File: src/rtl/e1_bram_ctrl_pkg.sv
// Shared types and default sizes for the E1 block RAM controller.
// Imported by the controller top and its arbiter.
package e1_bram_pkg;

  typedef enum logic {ST_INIT, ST_RUN} e1_bram_state_t;

  localparam int E1_DATA_W = 64;
  localparam int E1_DEPTH  = 64;

endpackage

File: src/rtl/e1_bram_ctrl_rr_arb2.sv
// Two-way round-robin arbiter; ptr names the favoured requester.
// A lone requester always wins; ptr moves only on a contested grant.
module rr_arb2
  import e1_bram_pkg::*;
(
  input  logic       clk,
  input  logic       rst_n,
  input  logic [1:0] req,
  output logic [1:0] gnt
);

  logic ptr;

  always_comb begin
    gnt = 2'b00;
    unique case (req)
      2'b01:   gnt = 2'b01;
      2'b10:   gnt = 2'b10;
      2'b11:   gnt = ptr ? 2'b10 : 2'b01;
      default: gnt = 2'b00;
    endcase
  end

  always_ff @(posedge clk or negedge rst_n) begin
    if (!rst_n) begin
      ptr <= 1'b0;
    end else if (&req) begin
      ptr <= ~ptr;
    end
  end

endmodule

File: src/rtl/e1_bram_ctrl.sv
// Front end for one simple dual-port BRAM: clear sweep after reset,
// one writer on port A, two round-robin readers on port B.
module e1_bram_ctrl
  import e1_bram_pkg::*;
#(
  parameter int DATA_WIDTH = E1_DATA_W,
  parameter int DEPTH      = E1_DEPTH,
  parameter int ADDR_WIDTH = $clog2(DEPTH),
  parameter logic [DATA_WIDTH-1:0] INIT_VALUE = '0
) (
  input  logic                  clk,
  input  logic                  rst_n,
  input  logic                  init_req,
  output logic                  init_busy,
  input  logic                  wr_valid,
  output logic                  wr_ready,
  input  logic [ADDR_WIDTH-1:0] wr_addr,
  input  logic [DATA_WIDTH-1:0] wr_data,
  input  logic                  rd0_valid,
  output logic                  rd0_ready,
  input  logic [ADDR_WIDTH-1:0] rd0_addr,
  output logic                  rd0_rvalid,
  output logic [DATA_WIDTH-1:0] rd0_rdata,
  input  logic                  rd1_valid,
  output logic                  rd1_ready,
  input  logic [ADDR_WIDTH-1:0] rd1_addr,
  output logic                  rd1_rvalid,
  output logic [DATA_WIDTH-1:0] rd1_rdata,
  output logic                  bram_en_a,
  output logic                  bram_we_a,
  output logic [ADDR_WIDTH-1:0] bram_addr_a,
  output logic [DATA_WIDTH-1:0] bram_din_a,
  output logic                  bram_en_b,
  output logic [ADDR_WIDTH-1:0] bram_addr_b,
  input  logic [DATA_WIDTH-1:0] bram_dout_b
);

  localparam logic [ADDR_WIDTH-1:0] LAST = ADDR_WIDTH'(DEPTH - 1);

  e1_bram_state_t        state, state_nxt;
  logic [ADDR_WIDTH-1:0] sweep_addr, sweep_nxt;
  logic                  run;
  logic [1:0]            req, gnt;
  logic [1:0]            rvalid_q;

  assign run = (state == ST_RUN);
  assign req = {rd1_valid, rd0_valid} & {2{run}};

  rr_arb2 u_arb (
    .clk   (clk),
    .rst_n (rst_n),
    .req   (req),
    .gnt   (gnt)
  );

  always_ff @(posedge clk or negedge rst_n) begin
    if (!rst_n) begin
      state      <= ST_INIT;
      sweep_addr <= '0;
      rvalid_q   <= 2'b00;
    end else begin
      state      <= state_nxt;
      sweep_addr <= sweep_nxt;
      rvalid_q   <= gnt;
    end
  end

  always_comb begin
    state_nxt   = state;
    sweep_nxt   = sweep_addr;
    init_busy   = 1'b0;
    wr_ready    = 1'b0;
    bram_en_a   = 1'b0;
    bram_we_a   = 1'b0;
    bram_addr_a = wr_addr;
    bram_din_a  = wr_data;
    unique case (state)
      ST_INIT: begin
        init_busy   = 1'b1;
        bram_en_a   = 1'b1;
        bram_we_a   = 1'b1;
        bram_addr_a = sweep_addr;
        bram_din_a  = INIT_VALUE;
        // Stop on the last word rather than wrapping, so any DEPTH works.
        if (sweep_addr == LAST) begin
          state_nxt = ST_RUN;
        end else begin
          sweep_nxt = sweep_addr + 1'b1;
        end
      end
      ST_RUN: begin
        wr_ready  = 1'b1;
        bram_en_a = wr_valid;
        bram_we_a = wr_valid;
        if (init_req) begin
          state_nxt = ST_INIT;
          sweep_nxt = '0;
        end
      end
      default: state_nxt = ST_INIT;
    endcase
  end

  assign rd0_ready   = gnt[0];
  assign rd1_ready   = gnt[1];
  assign bram_en_b   = |gnt;
  assign bram_addr_b = gnt[1] ? rd1_addr : rd0_addr;

  assign rd0_rvalid = rvalid_q[0];
  assign rd1_rvalid = rvalid_q[1];
  assign rd0_rdata  = rvalid_q[0] ? bram_dout_b : '0;
  assign rd1_rdata  = rvalid_q[1] ? bram_dout_b : '0;

endmodule

File: config.mk
export PLATFORM = sky130hd
export DESIGN_NAME = e1_bram_ctrl
export DESIGN_NICKNAME = d
export VERILOG_FILES = /design/src/rtl/e1_bram_ctrl_pkg.sv /design/src/rtl/e1_bram_ctrl_rr_arb2.sv /design/src/rtl/e1_bram_ctrl.sv
export SDC_FILE = /design/constraint.sdc
export NUM_CORES = 1
export LEC_CHECK = 0
export BUFFER_PORTS_ARGS = -buffer_cell sky130_fd_sc_hd__buf_2
export CAP_MARGIN = 20
export CORE_AREA = 5 5 139 141
export CTS_CLUSTER_DIAMETER = 50
export DETAILED_ROUTE_END_ITERATION = 10
export DIE_AREA = 0 0 144 146
export HOLD_SLACK_MARGIN = 0.02
export PLACE_DENSITY_LB_ADDON = 0.2
export SYNTH_ARGS = -nofsm -noshare
export SYNTH_HDL_FRONTEND = slang
export SYNTH_HIERARCHICAL = 1
export SYNTH_SLANG_ARGS = --single-unit
File: constraint.sdc
create_clock -name clk -period 2.5 [get_ports clk]
set_input_delay 0.125 -clock clk [delete_from_list [all_inputs] [get_ports clk]]
set_output_delay 0.125 -clock clk [all_outputs]
set_load 0.02 [all_outputs]
==> flow_summary.toml, run 1 <==
[worst_setup_path]
required_ns = 2.38
crit_start = "run"
rr_startpoint = "run"
start_kind = "flip-flop"
arrival_ns = 1.64
path_class = "reg2out"
r2r_cells = 4
crit_path_max_fanout = 9
end_kind = "primary output"

[sta]
worstMarginPinSlew_ns = 0.566
slew_headroom_pct = 62.3
skew_ns = 0.00352
slew_viol_final = 0
rsz0062_at_grt = "false"
fin_ws_ns = 0.739
finalSetupTns_ns = 0
finalCritPeriodShare_pct = 70.4
finalSetupViolCount = 0
min_period_ns = 1.76
hold_violations = 0
clock.fmax_mhz = 568

[clock_tree]
cts_root_buf = "clkbuf_16"
clock_path_buffers = 2
hold_buffers = 1
clkLatencyLatePin_ns = 0.23
cts.sinks = 10
cts-htree-levels = 1
path_clk_slew_ns = 0.04
cts_tree = "done"
post_cts_resized = 0
cts_buffers = 3
cts_setup_buffers = 0

[logic_synthesis]
seq_area_frac_synth_pct = 12.9
synth_warnings = 6
async_reset_ff_share_pct = 100
syn_avg_cell_area_um2 = 7.02
synth_flop_cell = "dfrtp_1"
netlist_instances = 277
synth_cell_types = 31
synth-edff-count = 0
postSynthRegisterBits = 10
syn-cell-area_um2 = 1950
synth_fp_nets = 430

[placement]
gp_congestion = 0.803
placed_area_um2 = 4010
port_buffers = 364
dp_hpwl_mm = 10.5
dpl_worst_slack_ns = 0.844
place_inst = 852

[finish]
fin_cells = 857
fin_area_um2 = 4100
fillers = 2002
syn_to_final_growth_pct = 111
nets = 782
antenna_cells = 0
drive_gt1_share_pct = 61.6

[grt]
grt-ovfl-total = 0
grt-busiest-layer = "met2"
antenna_found_initial = 0
grt_pass1_vias = 3108
groute.layer.met2.usage_pct = 20.8
grt_max_degree = 79
use_met1_pct = 10.3
grt_use_total_pct = 10.2
met3_usage_pct = 2.33
grt_pass1_wl_mm = 17.2

[routing]
drt-total-wl_mm = 12.1
first_pass_iters = 4
routed_via_density = 3.56
ant_nets = 0
vias = 3052
drt_iter0_markers = 58
wl_per_cell_um = 14.1
drc = 0

[floorplanning]
die_y_um = 146
coreArea_um2 = 17800
initial_utilization_pct = 10.9
die-area_um2 = 21000
die_w_um = 144
rows = 49
io_pins = 365

[outcome]
status = "completed"

[worst_hold_path]
min_path_cells = 2
min-delay-start = "init_req"
min-delay-path-class = "in2reg"

[power_and_ir_drop]
ir_drop_mv = 0.340
power_w = 0.00215
power_density_nw_per_um2 = 526
power.static_leakage_nw = 2.66

[run]
maxCapViolations = 0
metrics by stage:
step	utilization (%)	hold WS (ns)
after global routing	23.0	0.201
after CTS	23.0	0.187
after global placement	22.5	0.00778
after floorplan	-	-0.171
after detailed placement	22.5	0.00648
final	23.0	0.196
synth_stat cells, drive strengths merged (2+ instances only):
library cell | n | area, um^2
and4 | 2 | 17.5
buf | 6 | 35.0
nand2b | 3 | 21.3
dfrtp | 10 | 250
nand2 | 5 | 18.8
a21oi | 4 | 20.0
nor3 | 2 | 10.0
inv | 4 | 15.0
mux2 | 11 | 124
clkbuf | 18 | 70.1
and2 | 194 | 1210
a21boi | 2 | 15.0
a31oi | 3 | 18.8
logic make-up after synthesis:
| group | share of synthesized area (%) |
|---|---|
| AO/OA/AOI/OAI | 6.17 |
| XOR/XNOR | 0.450 |
| adder cells (fa/ha/maj) | 0.643 |
| buffers and inverters | 6.17 |
| flip-flops | 12.9 |
| multiplexers | 6.37 |
| AND/OR/NAND/NOR | 67.3 |
state kept, by name, indices dropped and copies added (netlist names):
signal,cells
run,1
rvalid_q,2
sweep_addr,6
u_arb/ptr,1
cell type report:
cell class                      instances  area, um^2  share of cell area [%]
Multi-Input combinational cell        239        1580                    38.5
Sequential cell                        10         251                    6.14
Tap cell                              229         287                    6.99
Clock buffer                            4        78.8                    1.92
Inverter                                4        15.0                   0.367
Timing Repair Buffer                  371        1890                    46.1
worst max-delay path, stage by stage (launching register included):
cell      delay, ns
dfrtp_2        0.40
and2_1         0.16
a21boi_1       0.13
buf_4          0.20
mux2_2         0.35
buf_2          0.16
layout by cell type (no fill, tap or decap), types with 2 or more instances in the layout:
cell | Yosys | layout
and2_1 | 194 | 194
dfrtp_1 | 10 | 9
a21oi_1 | 4 | 4
buf_4 | 2 | 5
clkbuf_16 | 0 | 3
inv_1 | 4 | 4
a31oi_1 | 3 | 3
mux2_2 | 10 | 10
buf_2 | 4 | 364
and4_1 | 2 | 2
nor3_1 | 2 | 2
nand2_1 | 5 | 5
nand2b_1 | 2 | 2
final timing paths:
check,to,slack [ns]
max,bram_addr_b[1],0.74
max in group asynchronous,run,1.99
max reg2reg,sweep_addr[0],0.87
min reg2reg,u_arb/ptr,0.49
min,run,0.20
min in group asynchronous,sweep_addr[1],0.29
power by group:
part	switching [W]	total, W	leakage [nW]	internal [W]
sequential	0.000102	0.000327	0.122	0.000225
clock	0.0000706	0.000284	0.0382	0.000213
combinational	0.000934	0.00154	2.50	0.000608
metal layers:
| metal | wire length [um] | vias up | part of all wire (%) |
|---|---|---|---|
| met4 | 201 | 0 | 1.7 |
| met5 | 0 | - | 0 |
| met3 | 1370 | 8 | 11 |
| met1 | 4050 | 1255 | 34 |
| met2 | 6450 | 222 | 53 |
| li1 | - | 1567 | - |
(Power assumes the default switching activity.)
==> run 2, diff against run 1 <==
clock period = 1.8 ns   (was 2.5 ns; I/O delays follow)
==> flow_summary.toml, run 2 (synthesis results as in run 1) <==
[routing]
wl_per_cell_um = 12.9
drt_iter0_markers = 53
drt-total-wl_mm = 11.0
ant_nets = 0
drc = 0
first_pass_iters = 3
vias = 2997
routed_via_density = 3.50

[worst_setup_path]
crit_path_max_fanout = 8
end_kind = "primary output"
arrival_ns = 1.62
required_ns = 1.71
r2r_cells = 4
start_kind = "flip-flop"
path_class = "reg2out"

[worst_hold_path]
min-delay-path-class = "in2reg"
min_path_cells = 2

[power_and_ir_drop]
power_frac_comb_pct = 71.2
seq_power_share_pct = 14.2
swShare_pct = 50.0
power.switching_w = 0.00153
p_clk_share_pct = 14.6
ir_drop_mv = 0.479
power_density_nw_per_um2 = 738
p_int_w = 0.00153
power.static_leakage_nw = 2.67

[finish]
regMostFlops = "sweep_addr"
largest_registers = "sweep_addr x6, rvalid_q x2"
final_cell_mix = "buf_2 (364), and2_1 (193), mux2_2 (10)"
largest_reg_flops = 6
layout_commonest_cell = "buf_2"
nets = 781
syn_to_final_growth_pct = 113
drive_gt1_share_pct = 62.0
utilization_pct = 23.2
antenna_cells = 0

[placement]
gp_congestion = 0.716
dpl_worst_slack_ns = 0.304
port_buffers = 364
dp_hpwl_mm = 9.57

[floorplanning]
die_y_um = 146
die-area_um2 = 21000
die_w_um = 144
io_pins = 365
rows = 49
initial_utilization_pct = 10.9
coreArea_um2 = 17800

[grt]
grt-ovfl-total = 0
grt_pass1_vias = 2889
grt_max_degree = 79
grt_pass1_wl_mm = 15.7
antenna_found_initial = 0
grt_use_total_pct = 9.18

[clock_tree]
clkLatencyLatePin_ns = 0.24
cts.sinks = 10
cts_tree = "done"
cts_root_buf = "clkbuf_16"
clock_path_buffers = 2
cts-htree-levels = 1
path_clk_slew_ns = 0.05
cts_buffers = 3

[sta]
clock.fmax_mhz = 584
rsz0062_at_grt = "false"
finalCritPeriodShare_pct = 95.1
worstMarginPinSlew_ns = 0.269
fin_ws_ns = 0.0885
finalSetupTns_ns = 0
hold_violations = 0
slew_viol_final = 0
finalSetupViolCount = 0
slew_headroom_pct = 82.0
min_period_ns = 1.71
skew_ns = 0.00487

[outcome]
status = "completed"

[run]
maxCapViolations = 0
-- run 2: cell types whose count changed in the layout (fill, tap and decap cells not counted), sizes merged --
cell	change
buf	-1
-- run 2: path summary, 6_finish.rpt --
kind / startpoint / to / slack [ns]
setup / recovery: run / bram_addr_b[3] / 0.09
hold / removal: init_req / run / 0.14
setup reg to reg: run / sweep_addr[1] / 0.36
hold reg to reg: u_arb/ptr / u_arb/ptr / 0.49
max in group asynchronous: rst_n / run / 1.32
min in group asynchronous: rst_n / sweep_addr[3] / 0.26
-- run 2: area by class of cell --
| cell class | count | area (um^2) |
|---|---|---|
| fillers | 2042 | 13700 |
| repair buffers | 370 | 1910 |
| multi-input cells | 239 | 1590 |
| well taps | 229 | 287 |
| flip-flops and latches | 10 | 251 |
| clock buffers | 4 | 88.8 |
| inverters | 4 | 15.0 |
-- run 2: through the flow --
step / std cells / hold WS, ns / power [W] / instance area [um^2]
detailed placement: 850 / -0.0234 / 0.00265 / 4030
finish: 856 / 0.135 / 0.00305 / 4140
global placement: 850 / -0.0207 / 0.00267 / 4030
floorplan: 277 / -0.206 / 0.00184 / 1970
CTS: 855 / 0.137 / 0.00311 / 4130
global route: 856 / 0.149 / 0.00332 / 4140
-- run 2: metal layers --
metal	track usage (%)	part of all wire, %
met1	9.61	35
met2	18.7	53
met3	2.30	11
met4	0.659	0.31
met5	0	0
-- run 2: power by group through the flow --
stage	Sequential [W]	Clock, W	Combinational [W]
3_5_place_dp	0.000436	0	0.00222
4_1_cts	0.000432	0.000455	0.00223
2_1_floorplan	0.000412	0	0.00143
5_1_grt	0.000452	0.000469	0.00240
6_report	0.000433	0.000445	0.00217
3_3_place_gp	0.000438	0	0.00224
-- run 2: critical path: stages (launching register included) --
cell and delay [ns]:
dfrtp_2 0.38, and2_1 0.16, a21boi_4 0.31, mux2_2 0.37, buf_2 0.16
-- run 2: what timing repair did --
action	in CTS	in global routing
gates resized for setup	0	1
hold buffers	1	0
setup endpoints to repair	0	4
hold endpoints to repair	10	0
setup buffers	0	1
==> run 3, diff against run 2 <==
CTS_BUF_LIST = sky130_fd_sc_hd__clkbuf_8   (was unset)
==> flow_summary.toml, run 3 (synthesis results as in run 1) <==
[outcome]
status = "completed"

[clock_tree]
cts_tree = "done"
path_clk_slew_ns = 0.06
cts_buffers = 3
clkLatencyLatePin_ns = 0.24
cts_root_buf = "clkbuf_8"
clock_path_buffers = 2
cts.sinks = 10
cts-htree-levels = 1

[worst_setup_path]
cp.depth = 4
r2r_cells = 4
path_class = "reg2out"
crit_path_max_incr_delay_ns = 0.43
required_ns = 1.71
arrival_ns = 1.61
worstPathCellList = "and2_4 > a21boi_4 > mux2_2 > buf_2"
start_kind = "flip-flop"
cp_num_buf_inv = 1
crit_start = "run"
endpoint = "bram_addr_b[3]"
crit_path_max_fanout = 8
r2r_end = "sweep_addr[1]"
rr_startpoint = "run"
end_kind = "primary output"
r2r_setup_slack_ns = 0.36
cpLargestDelayFamily = "flip-flops"
cp_slowest_cell = "dfrtp_2"

[grt]
grt_max_degree = 79
grt_use_total_pct = 9.18
grt-ovfl-total = 0
grt_pass1_wl_mm = 15.6
grt_pass1_vias = 2887
antenna_found_initial = 0

[routing]
drc = 0
ant_nets = 0
drt_iter0_markers = 54
first_pass_iters = 3
drt-total-wl_mm = 11.0
routed_via_density = 3.50
vias = 2997
wl_per_cell_um = 12.9

[run]
maxCapViolations = 0

[sta]
fin_ws_ns = 0.101
whs_ns = 0.132
min_period_ns = 1.70
finalSetupTns_ns = 0
slew_headroom_pct = 82.0
skew_ns = 0.00545
clock.fmax_mhz = 588
finalCritPeriodShare_pct = 94.4
finalSetupViolCount = 0
rsz0062_at_grt = "false"
worstMarginPinSlew_ns = 0.269
slew_viol_final = 0
hold_violations = 0

[worst_hold_path]
min-delay-path-class = "in2reg"

[power_and_ir_drop]
power_w = 0.00290
ir_drop_mv = 0.477
power_density_nw_per_um2 = 706
power.static_leakage_nw = 2.65

[finish]
final_cell_mix = "buf_2 (364), and2_1 (192), mux2_2 (10)"
syn_to_final_growth_pct = 111
largest_registers = "sweep_addr x6, rvalid_q x2"
layout_commonest_cell = "buf_2"
largest_reg_flops = 6
seqCellArea_um2 = 251
drive_gt1_share_pct = 62.2
multi_input_area_um2 = 1590
fillers = 2045
nets = 781
utilization_pct = 23.0
regMostFlops = "sweep_addr"
antenna_cells = 0

[placement]
port_buffers = 364
dpl_worst_slack_ns = 0.304
dp_hpwl_mm = 9.57
gp_congestion = 0.716

[floorplanning]
rows = 49
coreArea_um2 = 17800
die_y_um = 146
initial_utilization_pct = 10.9
die-area_um2 = 21000
io_pins = 365
die_w_um = 144
## run 3: cell counts in the layout (fill, tap and decap cells not counted)
Identical to the previous run, type by type.
## run 3: through the flow
stage | std cells | cell area (um^2)
final | 856 | 4110
after global routing | 856 | 4110
after CTS | 855 | 4090
after detailed placement | 850 | 4030
after global placement | 850 | 4030
after floorplan | 277 | 1970
## run 3: report_power, final
part	internal (W)	total [W]	switching (W)
Clock	0.000193	0.000291	0.0000976
Sequential	0.000312	0.000433	0.000121
Combinational	0.000880	0.00218	0.00130
Total	0.00139	0.00290	0.00152
## run 3: area by class of cell
type,instances,area share [%]
repair buffers,370,46.4
multi-input cells,239,38.8
inverters,4,0.366
flip-flops and latches,10,6.12
well taps,229,6.98
clock buffers,4,1.34
## run 3: how the worst min path moves through the flow
stage,start,to,slack (ns),cells past startpoint
after CTS,init_req,run,0.13,2
after global routing,init_req,run,0.14,2
after floorplan,rst_n,run,-0.21,0
after detailed placement,rst_n,sweep_addr[3],-0.02,1
final,init_req,run,0.13,2
after global placement,rst_n,sweep_addr[3],-0.02,1
## run 3: repair_timing
item | in CTS | in global routing
gates resized for setup | 0 | 2
hold endpoints to repair | 10 | 0
buffers inserted | 0 | 1
endpoints found under the setup margin | 0 | 6
hold buffers | 1 | 0
## run 3: metal layers
metal	wire, um	GRT usage (%)	vias up
met5	0	0	-
met4	34	0.659	0
met3	1280	2.30	4
met2	5840	18.7	190
met1	3870	9.59	1248
li1	-	-	1555
